### src/rtl/cbus_rr_arbiter_pkg.sv
// Shared CBus request/response types plus the arbiter state encoding.
// Imported by the arbiter, its interface and any future scheduler.
package cbus_rr_arbiter_pkg;

    localparam int CBUS_ADDR_W = 32;
    localparam int CBUS_DATA_W = 32;
    localparam int CBUS_STRB_W = CBUS_DATA_W / 8;

    typedef enum logic [2:0] {
        CBUS_SIZE_B = 3'd0,
        CBUS_SIZE_H = 3'd1,
        CBUS_SIZE_W = 3'd2,
        CBUS_SIZE_D = 3'd3
    } cbus_size_t;

    // Burst length is encoded as beats minus one.
    typedef logic [3:0] cbus_len_t;

    typedef struct packed {
        logic                   valid;
        logic                   is_write;
        logic [CBUS_ADDR_W-1:0] addr;
        cbus_size_t             size;
        cbus_len_t              len;
        logic [CBUS_DATA_W-1:0] data;
        logic [CBUS_STRB_W-1:0] strb;
    } cbus_req_t;

    typedef struct packed {
        logic                   ready;
        logic                   last;
        logic [CBUS_DATA_W-1:0] data;
    } cbus_resp_t;

    typedef enum logic {
        IDLE = 1'b0,
        BUSY = 1'b1
    } arb_state_t;

endpackage

### src/rtl/cbus_rr_arbiter_if.sv
// Bundle of requester-side and memory-side CBus signals around the arbiter.
// slave = the arbiter itself, master = the surrounding requesters and memory.
interface cbus_rr_arbiter_if #(
    parameter int NUM_INPUTS = 2,
    parameter int IDX_BITS   = $clog2(NUM_INPUTS)
) ();
    import cbus_rr_arbiter_pkg::*;

    cbus_req_t  [NUM_INPUTS-1:0] ireqs;
    cbus_resp_t [NUM_INPUTS-1:0] iresps;
    cbus_req_t                   oreq;
    cbus_resp_t                  oresp;
    logic       [IDX_BITS-1:0]   grant_idx;
    logic                        busy;

    modport slave (
        input  ireqs,
        input  oresp,
        output iresps,
        output oreq,
        output grant_idx,
        output busy
    );

    modport master (
        output ireqs,
        output oresp,
        input  iresps,
        input  oreq,
        input  grant_idx,
        input  busy
    );

endinterface

### src/rtl/cbus_rr_arbiter_rr_pick.sv
// Rotating-priority picker: first set bit of valid_i at or after ptr_i, wrapping.
// Purely combinational so it can be reused and checked exhaustively on its own.
module cbus_rr_arbiter_rr_pick #(
    parameter int NUM_INPUTS = 2,
    parameter int IDX_BITS   = $clog2(NUM_INPUTS)
) (
    input  logic [NUM_INPUTS-1:0] valid_i,
    input  logic [IDX_BITS-1:0]   ptr_i,
    output logic                  found_o,
    output logic [IDX_BITS-1:0]   idx_o
);

    localparam logic [IDX_BITS:0] N_W = (IDX_BITS + 1)'(NUM_INPUTS);

    // One spare bit so ptr+k never overflows before the explicit wrap.
    logic [IDX_BITS:0] cand;

    always_comb begin
        found_o = 1'b0;
        idx_o   = '0;
        cand    = '0;
        for (int k = 0; k < NUM_INPUTS; k++) begin
            cand = {1'b0, ptr_i} + (IDX_BITS + 1)'(k);
            if (cand >= N_W) begin
                cand = cand - N_W;
            end
            if (!found_o && valid_i[cand[IDX_BITS-1:0]]) begin
                found_o = 1'b1;
                idx_o   = cand[IDX_BITS-1:0];
            end
        end
    end

endmodule

### src/rtl/cbus_rr_arbiter.sv
// Round-robin owner of the single CBus master port; grants whole transactions
// (all beats up to last) and leaves one idle cycle between owners.
module cbus_rr_arbiter
    import cbus_rr_arbiter_pkg::*;
#(
    parameter int NUM_INPUTS = 2,
    parameter int IDX_BITS   = $clog2(NUM_INPUTS)
) (
    input  logic             clk,
    input  logic             reset,
    cbus_rr_arbiter_if.slave bus
);

    arb_state_t            state_q;
    logic [IDX_BITS-1:0]   sel_q;
    logic [IDX_BITS-1:0]   rr_ptr_q;
    logic [IDX_BITS-1:0]   rr_ptr_d;
    logic [IDX_BITS-1:0]   grant_idx_q;
    logic                  busy_q;
    logic [NUM_INPUTS-1:0] req_valid;
    logic                  pick_found;
    logic [IDX_BITS-1:0]   pick_idx;
    logic                  xfer_done;

    for (genvar g = 0; g < NUM_INPUTS; g++) begin : g_valid
        assign req_valid[g] = bus.ireqs[g].valid;
    end

    cbus_rr_arbiter_rr_pick #(
        .NUM_INPUTS (NUM_INPUTS),
        .IDX_BITS   (IDX_BITS)
    ) u_pick (
        .valid_i (req_valid),
        .ptr_i   (rr_ptr_q),
        .found_o (pick_found),
        .idx_o   (pick_idx)
    );

    // Explicit wrap keeps non-power-of-two port counts in range.
    function automatic logic [IDX_BITS-1:0] wrap_inc(input logic [IDX_BITS-1:0] i);
        return (i == IDX_BITS'(NUM_INPUTS - 1)) ? '0 : i + IDX_BITS'(1);
    endfunction

    assign rr_ptr_d  = wrap_inc(sel_q);
    assign xfer_done = (state_q == BUSY) && bus.oresp.ready && bus.oresp.last;

    always_ff @(posedge clk) begin
        if (reset) begin
            state_q     <= IDLE;
            sel_q       <= '0;
            rr_ptr_q    <= '0;
            grant_idx_q <= '0;
            busy_q      <= 1'b0;
        end else begin
            case (state_q)
                IDLE: begin
                    if (pick_found) begin
                        state_q     <= BUSY;
                        sel_q       <= pick_idx;
                        grant_idx_q <= pick_idx;
                        busy_q      <= 1'b1;
                    end
                end
                BUSY: begin
                    if (xfer_done) begin
                        state_q     <= IDLE;
                        rr_ptr_q    <= rr_ptr_d;
                        grant_idx_q <= '0;
                        busy_q      <= 1'b0;
                    end
                end
                default: state_q <= IDLE;
            endcase
        end
    end

    // The owner's request passes straight through so per-beat data/strobe track it.
    always_comb begin
        bus.oreq   = '0;
        bus.iresps = '0;
        if (state_q == BUSY) begin
            bus.oreq          = bus.ireqs[sel_q];
            bus.iresps[sel_q] = bus.oresp;
        end
    end

    assign bus.grant_idx = grant_idx_q;
    assign bus.busy      = busy_q;

    owner_holds_valid: assert property (
        @(posedge clk) disable iff (reset)
        (state_q == BUSY) |-> bus.ireqs[sel_q].valid
    );

endmodule
### src/flat_wrapper.sv
// flat-port wrapper written by rule: the top's interface ports become plain ports
module cbus_rr_arbiter_flat import cbus_rr_arbiter_pkg::*;
#(
    parameter int NUM_INPUTS = 2,
    parameter int IDX_BITS   = $clog2(NUM_INPUTS)
)
  (clk, reset, bus_ireqs, bus_oresp, bus_iresps, bus_oreq, bus_grant_idx, bus_busy);
  cbus_rr_arbiter_if #(.NUM_INPUTS(NUM_INPUTS), .IDX_BITS(IDX_BITS)) bus_i ();
  input  logic clk;
  input  logic reset;
  input wire logic [$bits(bus_i.ireqs)-1:0] bus_ireqs;
  input wire logic [$bits(bus_i.oresp)-1:0] bus_oresp;
  output wire logic [$bits(bus_i.iresps)-1:0] bus_iresps;
  output wire logic [$bits(bus_i.oreq)-1:0] bus_oreq;
  output wire logic [$bits(bus_i.grant_idx)-1:0] bus_grant_idx;
  output wire logic [$bits(bus_i.busy)-1:0] bus_busy;
  assign bus_i.ireqs = bus_ireqs;
  assign bus_i.oresp = bus_oresp;
  assign bus_iresps = bus_i.iresps;
  assign bus_oreq = bus_i.oreq;
  assign bus_grant_idx = bus_i.grant_idx;
  assign bus_busy = bus_i.busy;
  cbus_rr_arbiter #(.NUM_INPUTS(NUM_INPUTS), .IDX_BITS(IDX_BITS)) u_core (.clk(clk), .reset(reset), .bus(bus_i));
endmodule
### config.mk
export PLATFORM = sky130hd
export DESIGN_NAME = cbus_rr_arbiter_flat
export DESIGN_NICKNAME = d
export VERILOG_FILES = /design/src/rtl/cbus_rr_arbiter_pkg.sv /design/src/rtl/cbus_rr_arbiter_if.sv /design/src/rtl/cbus_rr_arbiter_rr_pick.sv /design/src/rtl/cbus_rr_arbiter.sv /design/src/flat_wrapper.sv
export SDC_FILE = /design/constraint.sdc
export NUM_CORES = 1
export LEC_CHECK = 0
export CAP_MARGIN = 10
export CELL_PAD_IN_SITES_DETAIL_PLACEMENT = 2
export CELL_PAD_IN_SITES_GLOBAL_PLACEMENT = 2
export CORE_ASPECT_RATIO = 0.5
export CORE_MARGIN = 5
export CORE_UTILIZATION = 10
export CTS_BUF_LIST = sky130_fd_sc_hd__clkbuf_8
export CTS_CLUSTER_SIZE = 12
export DETAILED_ROUTE_END_ITERATION = 12
export PLACE_DENSITY = 0.91
export SETUP_SLACK_MARGIN = 0.1
export SKIP_LAST_GASP = 1
export SLEW_MARGIN = 20
export SYNTH_ARGS = -nofsm -noshare
export SYNTH_HDL_FRONTEND = slang
export SYNTH_HIERARCHICAL = 1
export SYNTH_SLANG_ARGS = --single-unit
### constraint.sdc
create_clock -name clk -period 1.15 [get_ports clk]
set_input_delay 0.1725 -clock clk [delete_from_list [all_inputs] [get_ports clk]]
set_output_delay 0.1725 -clock clk [all_outputs]
set_load 0.05 [all_outputs]
=== Word-level counts from Yosys, hierarchy flattened ===
Index checks and enable logic that the tools add are counted.

* Equality and inequality tests: 2
* Shift operators: 0
* Muxes and demuxes: 25
* $add $sub $neg: 4
* Bitwise operators: 2
* Reduce and logical (&&, ||, !) cells: 8
* $lt $le $gt $ge: 6
* Multiply operators: 0
* Divide/modulo/power cells: 0

{| class="wikitable"
|+ Operators by type and width
! operator !! number
|-
| 77-bit two-way mux || 3
|-
| 68-bit AND || 1
|-
| 68-bit two-way mux || 1
|-
| 34-bit demux with 1-bit select || 1
|-
| 34-bit two-way mux || 1
|-
| 1-bit two-way mux || 16
|-
| 1-bit by 2-bit < comparator with 1-bit output, second input constant || 3
|-
| 1-bit case mux with 2 select lines || 3
|-
| 2-bit AND reduction || 3
|-
| 1-bit logical AND || 4
|-
| 1-bit by 1-bit adder with 2-bit output, second input constant || 1
|-
| 1-bit by 2-bit greater-or-equal comparator with 1-bit output, second input constant || 1
|-
| 2-bit greater-or-equal comparator, second input constant || 1
|-
| 2-bit by 1-bit != test with 1-bit output, second input constant || 1
|-
| 2-bit != test, second input constant || 1
|-
| 1-bit subtractor, second input constant || 2
|-
| 1-bit adder, second input constant || 1
|-
| 1-bit greater-or-equal comparator, second input constant || 1
|-
| 1-bit zero test || 1
|-
| 1-bit inverter || 1
|}

* Latch bits: 0
* Input port bits: 190
* Bits in read-only memories: 0
* Flip-flop bits (word level): 5
* Logic and storage cells: 52
* RAM bits: 0
* Output and inout bits: 147
* Memories kept: 0

=== Depth between registers and ports, before layout ===
* Depth after elaboration: 10
* Depth in mapped cells: 5
* Mapped depth without buffers: 4

=== Modules after synthesis ===
Netlist, hierarchy kept.

{| class="wikitable"
|+ By module, submodules not included
! module !! times used !! area an instance (sq um) !! sequential area each (sq um) !! cells an instance
|-
| cbus_rr_arbiter || 1 || 2089.5 || 100.1 || 272
|-
| cbus_rr_arbiter_rr_pick || 1 || 17.5 || 0.0 || 3
|}

=== Worst setup path after synthesis ===
No wires, ideal clock.

* Kind: flip-flop to output port
* From: register u_core.sel_q
* To: output bus_oreq[35]
* Data arrival time: 1.526 ns
* Data required time: 0.978 ns
* Cell stages (with the launch flop): 6
* Path slack: -0.549 ns
* Path through: dfxtp_1 > buf_4 > buf_12 > buf_12 > mux2i_1 > nor2b_1

* Cells in the longest elaborated chain, start to end: 3

{| class="wikitable"
|+ RTL lines
! element !! line !! RTL
|-
| start, declared || cbus_rr_arbiter.sv:15 || <nowiki>logic [IDX_BITS-1:0] sel_q;</nowiki>
|-
| start signal, assigned || cbus_rr_arbiter.sv:59 || <nowiki>sel_q <= pick_idx;</nowiki>
|-
| 77-bit two-way mux (not written as such) (2 in a row) || cbus_rr_arbiter.sv:82 || <nowiki>bus.oreq = bus.ireqs[sel_q];</nowiki>
|-
| 77-bit two-way mux || cbus_rr_arbiter.sv:81 || <nowiki>if (state_q == BUSY) begin</nowiki>
|-
| end, declared || flat_wrapper.sv:14 || <nowiki>output wire logic [$bits(bus_i.oreq)-1:0] bus_oreq;</nowiki>
|}

No other way between the ends. The select of a mux whose other input is x is not followed.

=== Worst setup path in the final report ===
* From: register u_core.sel_q
* To: output bus_oreq[25]

The elaborated chain is that of the path after synthesis.

==> metrics.txt <==
outcome complete, but fails checks; failing checks negative setup slack; mapped cell area 2107 um^2; n_diodes 0; unrepaired setup endpoints after global routing true; number of synthesized flops with an enable pin 0; first-pass GRT wire length 29910 um; clock transition at the registers of the reported paths 0.04 ns; met1 GRT Util 16.01%; largest net degree at the start of global routing 35; max_slew headroom 70.61%; Fmax achieved 577.0 MHz; cts bufs inserted 3; Worst Path Buf+Inv 2; vias in the first global route 4039; async set or reset register ratio after synthesis 0%; Global Route Usage Sum 16.44%; Startpoint Class flop; Cell Chain, Critical Path buf_4, mux2i_2, nor2b_4, buf_12; initial antenna violation count 0; Antenna Violating Nets Remaining 0; reg2reg path depth 6; worst min path class flop to flop; clock sink count 5; Residual DRC 0; # nets final 815; die area 24250 um^2; post-synth top area share 36.58%; drt pass-1 iters 3; Yosys top cell by area mux2i_1; Levels on crit path 4; post-layout util 43.55%; CTS tree built; Worst Path Required 0.98 ns; library cells used by synthesis 23; Row Count 37; Final Instance Count excl. Fillers 897; Most used DFF post-synth dfxtp_1; synth top area cells mux2i_1 (37%), nor2b_1 (23%), and2_1 (10%); critical path capture point type primary output; pre-CTS setup slack -0.3669 ns; fin crit period 1.733 ns; clk root buf clkbuf_8; Initial Util 10.20%; top cells by count, synth nor2b_1 (78), mux2i_1 (77), and2_1 (34), and3_1 (34), clkbuf_1 (14); Total Wirelength 23380 um; drt via density 3.873; worst slew pin tran 0.4394 ns; Area Overhead vs Synth 326.7%; max incr delay on CP 0.44 ns; post-DP HPWL 17280 um; FF+latch count, synth 5; Die H 112.6 um; Syn Area/Cell 7.662 um^2; setup_tns -69.81 ns; Final period util 150.7%; H-tree depth 1; share of layout cells above drive strength 1 66.51%; PnR worst setup slack -0.5832 ns; final hold vios 0; slowest stage cell, crit path dfxtp_4; Setup CP Type flop to primary output; Ys Warns 6; max-cap violation count 0; largest delay contributor family on the critical path flip-flops; FF-to-FF Start u_core/state_q; number of port buffers 336; Mapped Nets 465; GPL Wtd Cong 0.8805; Hold Path Origin u_core/rr_ptr_q; Final Max Tran Viols 0; Setup-failing EPs final 150; static leakage 3.461 nW; mean routed wirelength per cell 26.06 um; GR met2 Demand/Resource 36.76%; met3 usage 1.832%; Power Density 599.3 nW/um^2; critical path fanouts, max 9; CTS Hold Bufs 0; Worst Hold End u_core/rr_ptr_q; count leader, synth nor2b_1; sequential share of the synthesized area 4.751%; Hold Crit Depth 2; critical path data arrival time 1.56 ns; Die Width 215.3 um; Vias 3474; Worst-Skew Late Latency 0.24 ns; Post-Syn Instances 275; Iter 0 DRT Violations 115; core box area 20650 um^2; dpl cells 875; I/O pin total 337; layer with the highest usage met2; grt ovf 0; Worst IR Drop VDD 293.4 uV; clk_skew 0.008018 ns; capturing point of the worst reg2reg path u_core/sel_q; Longest Clk Path Bufs 2; R2R setup slack -0.17 ns
-- routing by layer --
metal	share of wire, %	vias to the layer above
li1	-	1629
met1	33	1748
met2	63	73
met3	1.9	24
met4	1.9	0
met5	0	-
-- how the worst max path moves through the flow --
stage,start,end
finish,u_core/sel_q,bus_oreq[25]
floorplan,u_core/sel_q,bus_oreq[35]
global placement,u_core/sel_q,bus_oreq[8]
detailed placement,u_core/sel_q,bus_oreq[8]
global route,u_core/sel_q,bus_oreq[25]
CTS,u_core/sel_q,bus_oreq[27]
-- cells by family (layout without fill, tap and decap cells) --
family                 Yosys count  count (layout)  synth area share [%]
buffers and inverters           30             379                 10.51
DFF                              5               5                 4.751
AOI/OAI and AO/OA                8               8                 2.316
and+or+nand+nor                155             155                 45.84
muxes                           77              77                 36.58
-- metrics by stage --
step	power (W)	area [um^2]	hold slack, ns
2_1_floorplan	0.002296	3042	0.2416
3_3_place_gp	0.004412	8124	0.4471
3_5_place_dp	0.004525	8124	0.4887
4_1_cts	0.005071	8528	0.4971
5_1_grt	0.005551	8991	0.5298
6_report	0.005388	8991	0.5179
-- timing repair --
item | CTS | global route
resized for setup | 69 | 59
buffers inserted | 5 | 9
setup endpoints to repair | 150 | 150
pin swaps | 8 | 5
cloned | 1 | 3
-- flip-flops by register name (all words and copies together) (netlist names) --
signal	count
u_core/bus.grant_idx	1
u_core/state_q	1
u_core/bus.busy	1
u_core/sel_q	1
u_core/rr_ptr_q	1
-- power breakdown --
part	internal [W]	leakage (nW)	switching (W)
sequential	0.000185	0.0424	0.0000266
combinational	0.00257	3.39	0.00226
clock	0.000231	0.0269	0.000116
total	0.00298	3.46	0.00241
-- worst min-delay path, stage by stage (launching register included) --
cell	delay [ns]
dfxtp_1	0.32
nand2_1	0.08
a21oi_2	0.06
-- layout make-up --
type / instances / area, um^2
inverter: 1 / 3.754
fill: 2008 / 11660
tap: 273 / 341.6
timing repair buffer: 374 / 5354
clock buffer: 3 / 41.29
sequential: 5 / 107.6
clock inverter: 1 / 3.754
multi-input combinational: 240 / 3139
-- cell usage in the layout, fill, tap and decap left out --
master             n
a21oi_4            2
a21boi_1           1
o21ai_2            1
inv_1              2
nand3_4            1
mux2i_4           22
and2_4            34
mux2i_2           44
and3_2             3
nand2_1            1
buf_12           157
mux2i_1           11
dfxtp_4            2
a311oi_2           1
bufbuf_16          1
clkbuf_8           3
buf_8              1
clkbuf_16          3
nand2b_4           1
and3_4            31
or2_1              2
dlygate4sd2_1      2
a21oi_2            2
nand2_4            1
clkdlybuf4s50_1  187
a21boi_4           1
buf_6              7
buf_4             16
nor2_2             2
dfxtp_1            3
nor2b_4           79
Power figures use the tool's default switching activity.
